$ cat config.mk
export PLATFORM = sky130hd
export DESIGN_NAME = imm_encoder
export DESIGN_NICKNAME = d
export VERILOG_FILES = /design/src/rtl/imm_encoder_pkg.sv /design/src/rtl/imm_range_check.sv /design/src/rtl/imm_encoder.sv
export SDC_FILE = /design/constraint.sdc
export NUM_CORES = 1
export LEC_CHECK = 0
export CORE_ASPECT_RATIO = 0.6
export CORE_MARGIN = 5
export CORE_UTILIZATION = 43
export DETAILED_ROUTE_END_ITERATION = 8
export GPL_TIMING_DRIVEN = 0
export PLACE_DENSITY = 0.81
export SETUP_SLACK_MARGIN = 0.15
export SKIP_LAST_GASP = 1
export SYNTH_ARGS = -nofsm -noshare
export SYNTH_HDL_FRONTEND = slang
export SYNTH_SLANG_ARGS = --single-unit
$ cat constraint.sdc
create_clock -name clk -period 2.5 [get_ports clk]
set_input_delay 0.5 -clock clk [delete_from_list [all_inputs] [get_ports clk]]
set_output_delay 0.5 -clock clk [all_outputs]
set_load 0.05 [all_outputs]
$ cat src/rtl/imm_encoder_pkg.sv
// Shared RV32I format codes, opcode constants and the canonical NOP used by
// the immediate encoder, its range checker and the matching immediate generator.
package imm_encoder_pkg;
  localparam logic [2:0] FMT_R = 3'd0;
  localparam logic [2:0] FMT_I = 3'd1;
  localparam logic [2:0] FMT_S = 3'd2;
  localparam logic [2:0] FMT_B = 3'd3;
  localparam logic [2:0] FMT_U = 3'd4;
  localparam logic [2:0] FMT_J = 3'd5;

  localparam logic [6:0] OPC_OP     = 7'b0110011;
  localparam logic [6:0] OPC_OP_IMM = 7'b0010011;
  localparam logic [6:0] OPC_STORE  = 7'b0100011;
  localparam logic [6:0] OPC_BRANCH = 7'b1100011;
  localparam logic [6:0] OPC_LUI    = 7'b0110111;
  localparam logic [6:0] OPC_JAL    = 7'b1101111;

  localparam logic [31:0] NOP_WORD = 32'h0000_0013;

  function automatic logic fmt_legal(input logic [2:0] fmt);
    return fmt <= FMT_J;
  endfunction
endpackage

$ cat src/rtl/imm_range_check.sv
// Combinational encodability check of an architectural immediate for one
// RV32I format. Formats without an immediate (R, illegal codes) report ok.
module imm_range_check
  import imm_encoder_pkg::*;
(
  input  logic [2:0]  i_fmt,
  input  logic [31:0] i_imm,
  output logic        o_ok
);
  logic signed [31:0] w_imm;
  assign w_imm = $signed(i_imm);

  always_comb begin
    o_ok = 1'b1;
    case (i_fmt)
      FMT_I, FMT_S: o_ok = (w_imm >= -32'sd2048) && (w_imm <= 32'sd2047);
      FMT_B:        o_ok = (w_imm >= -32'sd4096) && (w_imm <= 32'sd4094) && !i_imm[0];
      FMT_J:        o_ok = (w_imm >= -32'sd1048576) && (w_imm <= 32'sd1048574) && !i_imm[0];
      FMT_U:        o_ok = (i_imm[11:0] == 12'd0);
      default:      o_ok = 1'b1;
    endcase
  end
endmodule

$ cat src/rtl/imm_encoder.sv
// Two-stage valid/ready RV32I instruction encoder (fields + immediate -> word).
// Define IMM_RANGE_CHECK_EN to reject immediates that the format cannot hold.
module imm_encoder
  import imm_encoder_pkg::*;
#(
  parameter logic [31:0] NOP_INST = NOP_WORD,
  parameter int          CNT_W    = 16
) (
  input  logic             clk,
  input  logic             rst_n,
  input  logic             in_valid,
  output logic             in_ready,
  input  logic [2:0]       in_fmt,
  input  logic [6:0]       in_opcode,
  input  logic [4:0]       in_rd,
  input  logic [4:0]       in_rs1,
  input  logic [4:0]       in_rs2,
  input  logic [2:0]       in_funct3,
  input  logic [6:0]       in_funct7,
  input  logic [31:0]      in_imm,
  output logic             out_valid,
  input  logic             out_ready,
  output logic [31:0]      out_inst,
  output logic             out_err,
  output logic [2:0]       out_fmt,
  output logic [CNT_W-1:0] err_cnt
);
  function automatic logic [CNT_W-1:0] sat_inc(input logic [CNT_W-1:0] v);
    return (&v) ? v : v + {{(CNT_W-1){1'b0}}, 1'b1};
  endfunction

  logic             w_adv1, w_adv2, w_ok, w_err;
  logic [31:0]      w_word;
  logic             r_vld_p1, r_ok_p1;
  logic [2:0]       r_fmt_p1, r_f3_p1;
  logic [6:0]       r_opc_p1, r_f7_p1;
  logic [4:0]       r_rd_p1, r_rs1_p1, r_rs2_p1;
  logic [31:0]      r_imm_p1;
  logic             r_vld_p2, r_err_p2;
  logic [31:0]      r_inst_p2;
  logic [2:0]       r_fmt_p2;
  logic [CNT_W-1:0] r_cnt;

  assign w_adv2   = !r_vld_p2 || out_ready;
  assign w_adv1   = !r_vld_p1 || w_adv2;
  assign in_ready = w_adv1;

`ifdef IMM_RANGE_CHECK_EN
  imm_range_check u_range (
    .i_fmt (in_fmt),
    .i_imm (in_imm),
    .o_ok  (w_ok)
  );
`else
  assign w_ok = 1'b1;
`endif

  // ---- stage 1: capture request fields and encodability verdict ----
  always_ff @(posedge clk or negedge rst_n) begin
    if (!rst_n) r_vld_p1 <= 1'b0;
    else if (w_adv1) r_vld_p1 <= in_valid;
  end

  always_ff @(posedge clk) begin
    if (w_adv1 && in_valid) begin
      r_fmt_p1 <= in_fmt;
      r_opc_p1 <= in_opcode;
      r_rd_p1  <= in_rd;
      r_rs1_p1 <= in_rs1;
      r_rs2_p1 <= in_rs2;
      r_f3_p1  <= in_funct3;
      r_f7_p1  <= in_funct7;
      r_imm_p1 <= in_imm;
      r_ok_p1  <= w_ok;
    end
  end

  always_comb begin
    w_word = NOP_INST;
    case (r_fmt_p1)
      FMT_R: w_word = {r_f7_p1, r_rs2_p1, r_rs1_p1, r_f3_p1, r_rd_p1, r_opc_p1};
      FMT_I: w_word = {r_imm_p1[11:0], r_rs1_p1, r_f3_p1, r_rd_p1, r_opc_p1};
      FMT_S: w_word = {r_imm_p1[11:5], r_rs2_p1, r_rs1_p1, r_f3_p1, r_imm_p1[4:0], r_opc_p1};
      FMT_B: w_word = {r_imm_p1[12], r_imm_p1[10:5], r_rs2_p1, r_rs1_p1, r_f3_p1,
                       r_imm_p1[4:1], r_imm_p1[11], r_opc_p1};
      FMT_U: w_word = {r_imm_p1[31:12], r_rd_p1, r_opc_p1};
      FMT_J: w_word = {r_imm_p1[20], r_imm_p1[10:1], r_imm_p1[11], r_imm_p1[19:12],
                       r_rd_p1, r_opc_p1};
      default: w_word = NOP_INST;
    endcase
    w_err = !fmt_legal(r_fmt_p1) || !r_ok_p1;
    if (w_err) w_word = NOP_INST;
  end

  // ---- stage 2: assembled word, held while the consumer stalls ----
  always_ff @(posedge clk or negedge rst_n) begin
    if (!rst_n) begin
      r_vld_p2  <= 1'b0;
      r_inst_p2 <= 32'd0;
      r_err_p2  <= 1'b0;
      r_fmt_p2  <= 3'd0;
    end else if (w_adv2) begin
      r_vld_p2 <= r_vld_p1;
      if (r_vld_p1) begin
        r_inst_p2 <= w_word;
        r_err_p2  <= w_err;
        r_fmt_p2  <= r_fmt_p1;
      end
    end
  end

  always_ff @(posedge clk or negedge rst_n) begin
    if (!rst_n) r_cnt <= '0;
    else if (r_vld_p2 && out_ready && r_err_p2) r_cnt <= sat_inc(r_cnt);
  end

  assign out_valid = r_vld_p2;
  assign out_inst  = r_inst_p2;
  assign out_err   = r_err_p2;
  assign out_fmt   = r_fmt_p2;
  assign err_cnt   = r_cnt;
endmodule

==> summary.md, run 1 <==
| Metric | Value |
|---|---|
| Status | finished clean |
| Final net count | 532 |
| Syn Inst Count | 316 |
| Post-Syn Area | 0.00468 mm2 |
| Ports | 125 |
| Final Slew Violations | 0 |
| Clk_skew | 6.69 ps |
| Crit path largest cell delay | 560 ps |
| Clock Tree Buf Depth | 2 |
| Setup crit start | out_ready |
| Drt pass-1 iters | 4 |
| Final HPWL DP | 8270 um |
| Final Worst Setup Slack | 235 ps |
| Reg2reg path depth | 5 |
| Core Box Area | 0.0106 mm2 |
| Post-layout min period | 2260 ps |
| Worst-path fanout max | 3 |
| RSZ-0062 raised after global routing | no |
| Root Driver | clkbuf_16 |
| Hold WS | 27.2 ps |
| Avg Cell Area, Syn | 14.8 um2 |
| Placed cells | 580 |
| Register bit total from synthesis | 121 |
| Total number of vias | 3256 |
| # DRC | 0 |
| CTS H-tree depth | 4 |
| Clock Pin Slew Worst Setup and Hold Paths | 50 ps |
| Post-synthesis async set-or-reset flop share | 44.6% |
| Critical path arrival | 1760 ps |
| Kind of start point of the critical path | primary input |
| Period utilization | 90.6% |
| Fmax | 0.442 GHz |
| FF-to-FF Start | r_fmt_p1[1]$_DFFE_PP_ |
| Pre-CTS WS | -47.1 ps |
| Total power | 6030 uW |
| Crit path cell chain | clkdlybuf4s50_1 -> nand3b_1 -> dlygate4sd2_1 |
| Diode count | 0 |
| Initial antenna violation count | 0 |
| Worst path depth | 3 |
| Row count | 29 |
| WP buf/inv | 2 |
| Slew HR | 41.3% |
| Initial drt markers | 222 |
| Vias in the first global route | 3372 |
| WS Path Type | in2out |
| Primary FF master, synth | edfxtp_1 |
| Top cell family by delay on the critical path | buffers and inverters |
| Final cell count without fillers | 612 |
| Via-per-instance ratio | 5.32 |
| Commonest non-fill, non-tap cell in the layout | clkdlybuf4s50_1 |
| Yosys warning total | 0 |
| WL/cell | 19.2 um |
| Clock sinks | 121 |
| Static Leak | 0.00259 uW |
| Kind of end point of the critical path | output port |
| Full die area | 0.0131 mm2 |
| Slowest cell on crit path | dlygate4sd2_1 |
| Die width | 145 um |
| Worst-Margin Slew | 881 ps |
| MaxCap Viol Count | 0 |
| Syn Nets | 388 |
| Peak supply drop | 552 uV |
| Final wirelength | 11800 um |
| Req. time, crit path | 2000 ps |
| P&R area growth vs syn | 42.2% |
| FF-to-FF End | out_inst[23]$_DFFE_PN0P_ |
| Share of cells above drive strength 1 | 12.3% |
| Netlist cell types | 41 |
| Gpl congestion | 0.870 |
| IO Port Bufs | 124 |
| Pwr per Cell Area | 905 mW/mm2 |
| TritonCTS Buffers | 17 |
| R2r setup slk | 610 ps |
| Setup TNS Final | 0 ps |
| CTS tree | done |
| Total gr overflow | 0 |
| Largest net degree at the start of global routing | 68 |
| Starting Density | 44.2% |
| Most frequent cells in the layout | 122 x clkdlybuf4s50_1, 67 x edfxtp_1, 54 x dfrtp_1 |
| EDFF count, synth | 67 |
| Worst Setup EP | in_ready |
| Die H | 90.8 um |
| Final Hold Viols | 0 |
| First-pass GRT wire length | 18500 um |
| Total GRT Usage | 18.8% |
| Worst hold path class | in2async |
| Final antenna-violating net count | 0 |
| Setup violations, final | 0 |
| Sequential area share after synthesis | 71.8% |
| Worst-Skew Late Latency | 410 ps |
-- worst reg2reg max path, stage by stage, from the launching register on --
cell      delay (ps)
edfxtp_1         330
clkbuf_1         330
inv_1            180
a21oi_1          600
a22oi_1          180
o21ai_0          180
-- what timing repair did --
action                                  CTS  global route
hold buffers                              0             0
gates resized for setup                   1             0
endpoints found under the setup margin    1             0
setup buffers                             0             0
-- flip-flops by register name, indices dropped and copies added (netlist names), 5 cells and up --
signal and flops:
out_inst 32, r_rs2_p1 5, r_f7_p1 7, r_rs1_p1 5
err_cnt 16, r_imm_p1 32, r_opc_p1 7, r_rd_p1 5
-- stage by stage --
stage,util (%),instance area (um2)
3_5_place_dp,57.7,6110
2_1_floorplan,-,4680
5_1_grt,62.8,6660
4_1_cts,62.8,6660
6_report,62.8,6660
3_3_place_gp,57.6,6100
-- cells in the mapped netlist (3+ instances only) --
cell / n / share of area (%)
a21oi_1: 3 / 0.32
a221oi_1: 13 / 2.4
a22o_1: 8 / 1.5
a22oi_1: 18 / 2.9
and2_1: 3 / 0.40
buf_2: 5 / 0.53
clkbuf_1: 8 / 0.64
dfrtp_1: 54 / 29
edfxtp_1: 67 / 43
mux2_2: 3 / 0.72
nand2_1: 21 / 1.7
nand2b_1: 3 / 0.40
nand4_1: 6 / 0.80
nor2_1: 32 / 2.6
nor3_2: 5 / 1.1
nor4_1: 3 / 0.40
nor4_2: 3 / 0.80
o21a_1: 6 / 0.96
o21ai_0: 7 / 0.75
o221ai_1: 6 / 1.1
o22a_1: 3 / 0.56
xor2_1: 14 / 2.6
-- report_power, final --
group | internal [uW] | switching, uW
clock network | 1390 | 818
registers | 2350 | 152
logic | 489 | 834
total | 4230 | 1800
-- kinds of logic after synthesis --
kind of cell    Yosys count  synth area share [%]
buf+inv                  18                  1.90
xor+xnor                 14                  2.62
compound gates           65                  10.6
mux                       6                  1.74
fa+ha+maj                 1                 0.267
flops                   121                  71.8
simple gates             91                  11.0
-- metal layers --
| metal | wire (um) | vias up | share of wire, % | GRT usage (%) |
|---|---|---|---|---|
| li1 | - | 1501 | - | - |
| met1 | 5450 | 1598 | 46 | 27.8 |
| met2 | 5260 | 140 | 45 | 26.2 |
| met3 | 887 | 17 | 7.5 | 5.93 |
| met4 | 155 | 0 | 1.3 | 6.37 |
| met5 | 0 | - | 0 | 0 |
-- worst min path at each step --
stage	endpoint	slack [ps]
CTS	err_cnt[13]$_DFFE_PN0P_	20
global route	err_cnt[13]$_DFFE_PN0P_	50
detailed placement	out_inst[0]$_DFFE_PN0P_	450
floorplan	err_cnt[0]$_DFFE_PN0P_	200
finish	err_cnt[14]$_DFFE_PN0P_	30
global placement	out_inst[4]$_DFFE_PN0P_	440
-- area by class of cell --
| cell class | count | area [um2] |
|---|---|---|
| inverter | 2 | 7.51 |
| fill | 780 | 3940 |
| timing repair buffer | 125 | 1250 |
| buffer | 16 | 81.3 |
| clock inverter | 8 | 42.5 |
| clock buffer | 24 | 503 |
| sequential | 121 | 3360 |
| multi-input combinational | 177 | 1230 |
| tap | 139 | 174 |
Note: power is estimated with default switching activity, not from simulation.
==> run 2, diff against run 1 <==
--- a/config.mk
+++ b/config.mk
@@ -5,11 +5,13 @@
 export SDC_FILE = /design/constraint.sdc
 export NUM_CORES = 1
 export LEC_CHECK = 0
+export CAP_MARGIN = 20
 export CORE_ASPECT_RATIO = 0.6
 export CORE_MARGIN = 5
 export CORE_UTILIZATION = 43
 export DETAILED_ROUTE_END_ITERATION = 8
 export GPL_TIMING_DRIVEN = 0
+export HOLD_SLACK_MARGIN = 0.05
 export PLACE_DENSITY = 0.81
 export SETUP_SLACK_MARGIN = 0.15
 export SKIP_LAST_GASP = 1
==> run 2 against run 1 <==
Compared with the run above: sequential share of layout area down 0.076 points; sequential power about the same; combinational power about the same; non-clock buffer count up 1; via count down 0.28%; global-route usage unchanged; hold slack better by 430 ps; register-to-register slack better by 50 ps; setup slack about the same; power about the same; critical path depth unchanged; critical path type unchanged; largest cell class unchanged; largest power group unchanged.
==> summary.md, run 2 (synthesis results as in run 1) <==
| Metric | Value |
|---|---|
| Area of the multi-input gates | 0.00123 mm2 (unchanged) |
| Most frequent cells in the layout | 122 x clkdlybuf4s50_1, 67 x edfxtp_1, 54 x dfrtp_1 |
| Worst path depth | 3 (unchanged) |
| Static Leak | 0.00259 uW (+0.16%) |
| Pre-CTS WS | -47.1 ps (unchanged) |
| Die width | 145 um (unchanged) |
| Crit path largest cell delay | 560 ps (about the same) |
| CTS tree | done |
| WL/cell | 19.2 um (-0.26%) |
| Fmax | 0.442 GHz (about the same) |
| Req. time, crit path | 2000 ps (about the same) |
| Die H | 90.8 um (unchanged) |
| Slowest cell on crit path | dlygate4sd2_1 |
| Full die area | 0.0131 mm2 (unchanged) |
| Reg2reg path depth | 5 (unchanged) |
| Via-per-instance ratio | 5.30 (-0.44%) |
| Setup TNS Final | 0 ps (unchanged) |
| Final Hold Viols | 0 (unchanged) |
| RSZ-0062 raised after global routing | no |
| Clock sinks | 121 (unchanged) |
| Peak supply drop | 552 uV (about the same) |
| Initial antenna violation count | 0 (unchanged) |
| Final antenna-violating net count | 0 (unchanged) |
| Pwr per Cell Area | 904 mW/mm2 (-0.13%) |
| Row count | 29 (unchanged) |
| Placed inst area | 0.00611 mm2 (unchanged) |
| Total GRT Usage | 18.8% (unchanged) |
| Post-layout min period | 2260 ps (+0.232 ps) |
| Ports | 125 (unchanged) |
| Post-route cell area | 0.00667 mm2 (+0.15%) |
| Starting Density | 44.2% (unchanged) |
| CTS H-tree depth | 4 (unchanged) |
| Total gr overflow | 0 (unchanged) |
| Final Slew Violations | 0 (unchanged) |
| Period utilization | 90.6% (about the same) |
| First-pass GRT wire length | 18500 um (unchanged) |
| Largest net degree at the start of global routing | 68 (unchanged) |
| WS Path Type | in2out |
| Post-CTS setup buffer count | 0 (unchanged) |
| Kind of start point of the critical path | primary input |
| Clk_skew | 7.43 ps (+0.738 ps) |
| Worst-Margin Slew | 882 ps (+1.29 ps) |
| Status | finished clean |
| Worst hold path class | reg2reg |
| Clock Tree Buf Depth | 2 (unchanged) |
| P&R area growth vs syn | 42.4% |
| Final wirelength | 11700 um (about the same) |
| Worst-Skew Late Latency | 410 ps (about the same) |
| Final HPWL DP | 8270 um (unchanged) |
| Slew HR | 41.2% (-0.086 points) |
| Kind of end point of the critical path | output port |
| Root Driver | clkbuf_16 |
| Commonest non-fill, non-tap cell in the layout | clkdlybuf4s50_1 |
| Worst-path fanout max | 3 (unchanged) |
| Clock Pin Slew Worst Setup and Hold Paths | 50 ps (about the same) |
| Share of cells above drive strength 1 | 12.2% (-0.026 points) |
| # DRC | 0 (unchanged) |
| Crit path cell chain | clkdlybuf4s50_1 -> nand3b_1 -> dlygate4sd2_1 |
| Critical path arrival | 1760 ps (about the same) |
| Gpl congestion | 0.870 (unchanged) |
| # fillers | 778 (-0.26%) |
| Diode count | 0 (unchanged) |
| WP buf/inv | 2 (unchanged) |
| Final net count | 533 (+0.19%) |
| Min-Delay Path Depth | 1 |
| Setup violations, final | 0 (unchanged) |
| Final Worst Setup Slack | 235 ps (-0.232 ps) |
| Top cell family by delay on the critical path | buffers and inverters |
| TritonCTS Buffers | 17 (unchanged) |
| Vias in the first global route | 3372 (unchanged) |
| Total number of vias | 3247 (-0.28%) |
| Flip-flop and latch area | 0.00336 mm2 (unchanged) |
| MaxCap Viol Count | 0 (unchanged) |
| Drt pass-1 iters | 4 (unchanged) |
| IO Port Bufs | 124 (unchanged) |
| Core Box Area | 0.0106 mm2 (unchanged) |
| Initial drt markers | 205 (-7.7%) |
-- run 2: cell types whose count changed in the layout (fill, tap and decap cells not counted), sizes merged --
cell | before | now
dlygate4sd3 | 0 | 1
-- run 2: metrics by stage --
stage               power [uW]  util [%]  hold slack (ps)  instances
floorplan                 3300         -              204        316
global placement          3830      57.6              438        579
detailed placement        3860      57.7              452        580
CTS                       6080      62.9              463        613
global route              6260      62.9              474        613
finish                    6030      62.9              460        613
-- run 2: timing repair --
| item | 4_1_cts | 5_1_grt |
|---|---|---|
| endpoints found under the setup margin | 1 | 0 |
| hold endpoints to repair | 17 | 0 |
| gates resized for setup | 1 | 0 |
| hold buffers | 1 | 0 |
-- run 2: layout make-up --
| class | count | area share [%] |
|---|---|---|
| buffer | 16 | 1.22 |
| clock inverter | 8 | 0.638 |
| inverter | 2 | 0.113 |
| tap | 139 | 2.61 |
| clock buffer | 24 | 7.54 |
| timing repair buffer | 126 | 19.0 |
| multi-input combinational | 177 | 18.5 |
| sequential | 121 | 50.4 |
-- run 2: worst paths after layout --
kind                                       endpoint  slack [ps]             startpoint
min                         out_inst[0]$_DFFE_PN0P_         460  r_opc_p1[0]$_DFFE_PP_
min in group asynchronous   err_cnt[13]$_DFFE_PN0P_         570                  rst_n
max                                        in_ready         240              out_ready
max in group asynchronous  out_inst[25]$_DFFE_PN0P_        1370                  rst_n
max reg2reg                out_inst[10]$_DFFE_PN0P_         660  r_fmt_p1[1]$_DFFE_PP_
min reg2reg                 out_inst[0]$_DFFE_PN0P_         460  r_opc_p1[0]$_DFFE_PP_
-- run 2: power by group --
group          internal [uW]  switching, uW  total, uW  leakage (uW)
Sequential              2350            152       2500       0.00131
Combinational            490            834       1320       0.00101
Clock                   1390            818       2210      0.000274
Total                   4230           1800       6030       0.00259
-- run 2: routing by layer --
metal	GRT usage (%)	part of all wire, %	wire [um]	vias up
li1	-	-	-	1500
met1	27.8	47	5470	1595
met2	26.2	45	5250	133
met3	5.87	7.4	866	19
met4	6.37	1.4	165	0
met5	0	0	0	-
==> run 3, diff against run 2 <==
--- a/config.mk
+++ b/config.mk
@@ -8,11 +8,11 @@
 export CAP_MARGIN = 20
 export CORE_ASPECT_RATIO = 0.6
 export CORE_MARGIN = 5
-export CORE_UTILIZATION = 43
+export CORE_UTILIZATION = 40
 export DETAILED_ROUTE_END_ITERATION = 8
 export GPL_TIMING_DRIVEN = 0
 export HOLD_SLACK_MARGIN = 0.05
-export PLACE_DENSITY = 0.81
+export PLACE_DENSITY = 0.68
 export SETUP_SLACK_MARGIN = 0.15
 export SKIP_LAST_GASP = 1
 export SYNTH_ARGS = -nofsm -noshare
==> constraint.sdc (replaced) <==
create_clock -name clk -period 2.7 [get_ports clk]
set_input_delay 0.54 -clock clk [delete_from_list [all_inputs] [get_ports clk]]
set_output_delay 0.54 -clock clk [all_outputs]
set_load 0.05 [all_outputs]
==> run 3 against run 2 <==
Compared with the run above: die area grew 6.8%; first-iteration DRC count grew 21%; sequential share of layout area shrank 0.54 points; highest routed layer unchanged.
==> summary.md, run 3 (synthesis results as in run 1) <==
| Metric | Value |
|---|---|
| Root Driver | clkbuf_16 |
| Final antenna-violating net count | 0 (unchanged) |
| NetSw | 1710 uW (-5.0%) |
| Total gr overflow | 0 (unchanged) |
| Initial drt markers | 248 (+21%) |
| Post-layout min period | 2370 ps |
| First-pass GRT wire length | 18100 um (-2.0%) |
| Setup TNS Final | 0 ps (unchanged) |
| Largest net degree at the start of global routing | 68 (unchanged) |
| Total power | 5810 uW (-3.7%) |
| Final wirelength | 11700 um (-0.17%) |
| Placed cells | 601 (+3.6%) |
| Kind of start point of the critical path | primary input |
| # fillers | 896 (+15%) |
| Final Hold Viols | 0 (unchanged) |
| Slew HR | 41.2% (about the same) |
| Crit path largest cell delay | 560 ps (about the same) |
| Pint | 4090 uW (-3.2%) |
| Clk pwr share | 39.1% (+2.5 points) |
| WS Path Type | in2out |
| Worst-Margin Slew | 882 ps (-0.314 ps) |
| MaxCap Viol Count | 0 (unchanged) |
| P&R area growth vs syn | 44.0% |
| Final net count | 532 (-0.19%) |
| Ports | 125 (unchanged) |
| RSZ-0062 raised after global routing | no |
| Starting Density | 41.2% (-3.0 points) |
| Switching share of total power | 29.5% (-0.40 points) |
| Comb pwr share | 21.1% (-0.9 points) |
| Clock Tree Buf Depth | 2 (unchanged) |
| Final cell count without fillers | 633 (+3.3%) |
| Worst-path fanout max | 3 (unchanged) |
| IO Port Bufs | 124 (unchanged) |
| Period utilization | 87.8% |
| Clock sinks | 121 (unchanged) |
| Drt pass-1 iters | 5 (+1) |
| Slowest cell on crit path | clkdlybuf4s50_1 |
| Commonest non-fill, non-tap cell in the layout | clkdlybuf4s50_1 |
| Critical path arrival | 1830 ps (+70 ps) |
| Top cell family by delay on the critical path | buffers and inverters |
| Final Slew Violations | 0 (unchanged) |
| Worst-Skew Late Latency | 410 ps (about the same) |
| Reg2reg path depth | 4 (-1) |
| WP buf/inv | 2 (unchanged) |
| R2r setup slk | 850 ps (+190 ps) |
| Clock Pin Slew Worst Setup and Hold Paths | 60 ps (about the same) |
| Final HPWL DP | 8250 um (-0.21%) |
| Clk_skew | 13.7 ps (+6.28 ps) |
| Fmax | 0.422 GHz |
| Reg power frac | 39.8% (-1.6 points) |
| Worst path depth | 3 (unchanged) |
| Static Leak | 0.00260 uW (+0.42%) |
| Share of cells above drive strength 1 | 12.3% (+0.026 points) |
| Most frequent cells in the layout | 122 x clkdlybuf4s50_1, 67 x edfxtp_1, 54 x dfrtp_1 |
| Vias in the first global route | 3342 (-0.89%) |
| Initial antenna violation count | 0 (unchanged) |
| WL/cell | 18.5 um (-3.3%) |
| Total GRT Usage | 17.3% (-1.5 points) |
| CTS H-tree depth | 4 (unchanged) |
| Worst hold path class | in2async |
| Full die area | 0.0140 mm2 (+6.8%) |
| Gpl congestion | 0.780 (-10%) |
| Pwr per Cell Area | 861 mW/mm2 (-4.8%) |
| Crit path cell chain | clkdlybuf4s50_1 -> nand3b_1 -> dlygate4sd2_1 |
| Kind of end point of the critical path | output port |
| Setup violations, final | 0 (unchanged) |
| CTS tree | done |
| Core Box Area | 0.0114 mm2 (+7.3%) |
| Peak supply drop | 390 uV (-29%) |
| Via-per-instance ratio | 5.12 (-3.3%) |
| Req. time, crit path | 2160 ps (+160 ps) |
| Diode count | 0 (unchanged) |
| Die H | 93.8 um (+3.3%) |
| TritonCTS Buffers | 17 (unchanged) |
| Total number of vias | 3242 (-0.15%) |
| Die width | 150 um (+3.4%) |
| # DRC | 0 (unchanged) |
| Status | finished clean |
| Row count | 30 (+3.4%) |
| Hold WS | 124 ps (-336 ps) |
run 3: changes by cell type in the layout (fill, tap and decap cells not counted), sizes merged:
cell and delta:
bufinv +2, clkbuf -1, clkinv -4, clkinvlp +1
dlygate4sd3 -1, inv +2
run 3: area by class of cell:
cell class,instances,area (um2),share of cell area (%)
Clock buffer,23,489,7.26
Multi-Input combinational cell,177,1230,18.3
Clock inverter,9,113,1.67
Tap cell,160,200,2.97
Inverter,2,7.51,0.111
Timing Repair Buffer,125,1250,18.6
Buffer,16,81.3,1.21
Sequential cell,121,3360,49.9
run 3: routing by layer:
metal | track usage, % | routed length (um) | part of all wire (%)
met2 | 24.2 | 5210 | 44
met4 | 5.78 | 47 | 0.40
met1 | 24.8 | 5550 | 47
met5 | 0 | 0 | 0
met3 | 6.56 | 917 | 7.8
run 3: worst paths after layout:
| kind | from | endpoint |
|---|---|---|
| min | rst_n | err_cnt[7]$_DFFE_PN0P_ |
| max reg2reg | r_fmt_p1[2]$_DFFE_PP_ | out_inst[20]$_DFFE_PN0P_ |
| min in group clk | r_opc_p1[4]$_DFFE_PP_ | out_inst[4]$_DFFE_PN0P_ |
| max | out_ready | in_ready |
| max in group asynchronous | rst_n | out_inst[31]$_DFFE_PN0P_ |
| min reg2reg | r_opc_p1[4]$_DFFE_PP_ | out_inst[4]$_DFFE_PN0P_ |
run 3: power groups by stage:
stage               combinational (uW)  clock, uW  sequential (uW)
global placement                  1210          0             2340
detailed placement                1230          0             2340
floorplan                          279          0             2780
global route                      1300       2400             2330
finish                            1230       2270             2310
CTS                               1240       2310             2310
run 3: what timing repair did:
action                                  4_1_cts  5_1_grt
resized for setup                             1        0
hold endpoints to repair                      0        0
hold buffers                                  0        0
buffers inserted                              0        0
endpoints found under the setup margin        1        0
run 3: per-stage QoR:
stage | area (um2) | util [%] | worst slack [ps]
floorplan | 4680 | - | 155
detailed placement | 6140 | 54.0 | 57.4
finish | 6740 | 59.3 | 331
CTS | 6740 | 59.3 | 325
global placement | 6120 | 53.9 | -640
global route | 6740 | 59.3 | 302
run 3: worst register-to-register path: cells and delay by family (launching register included):
family	cells	cell delay [ps]
flip-flops	1	470
buffers and inverters	2	340
AO/OA/AOI/OAI	2	870
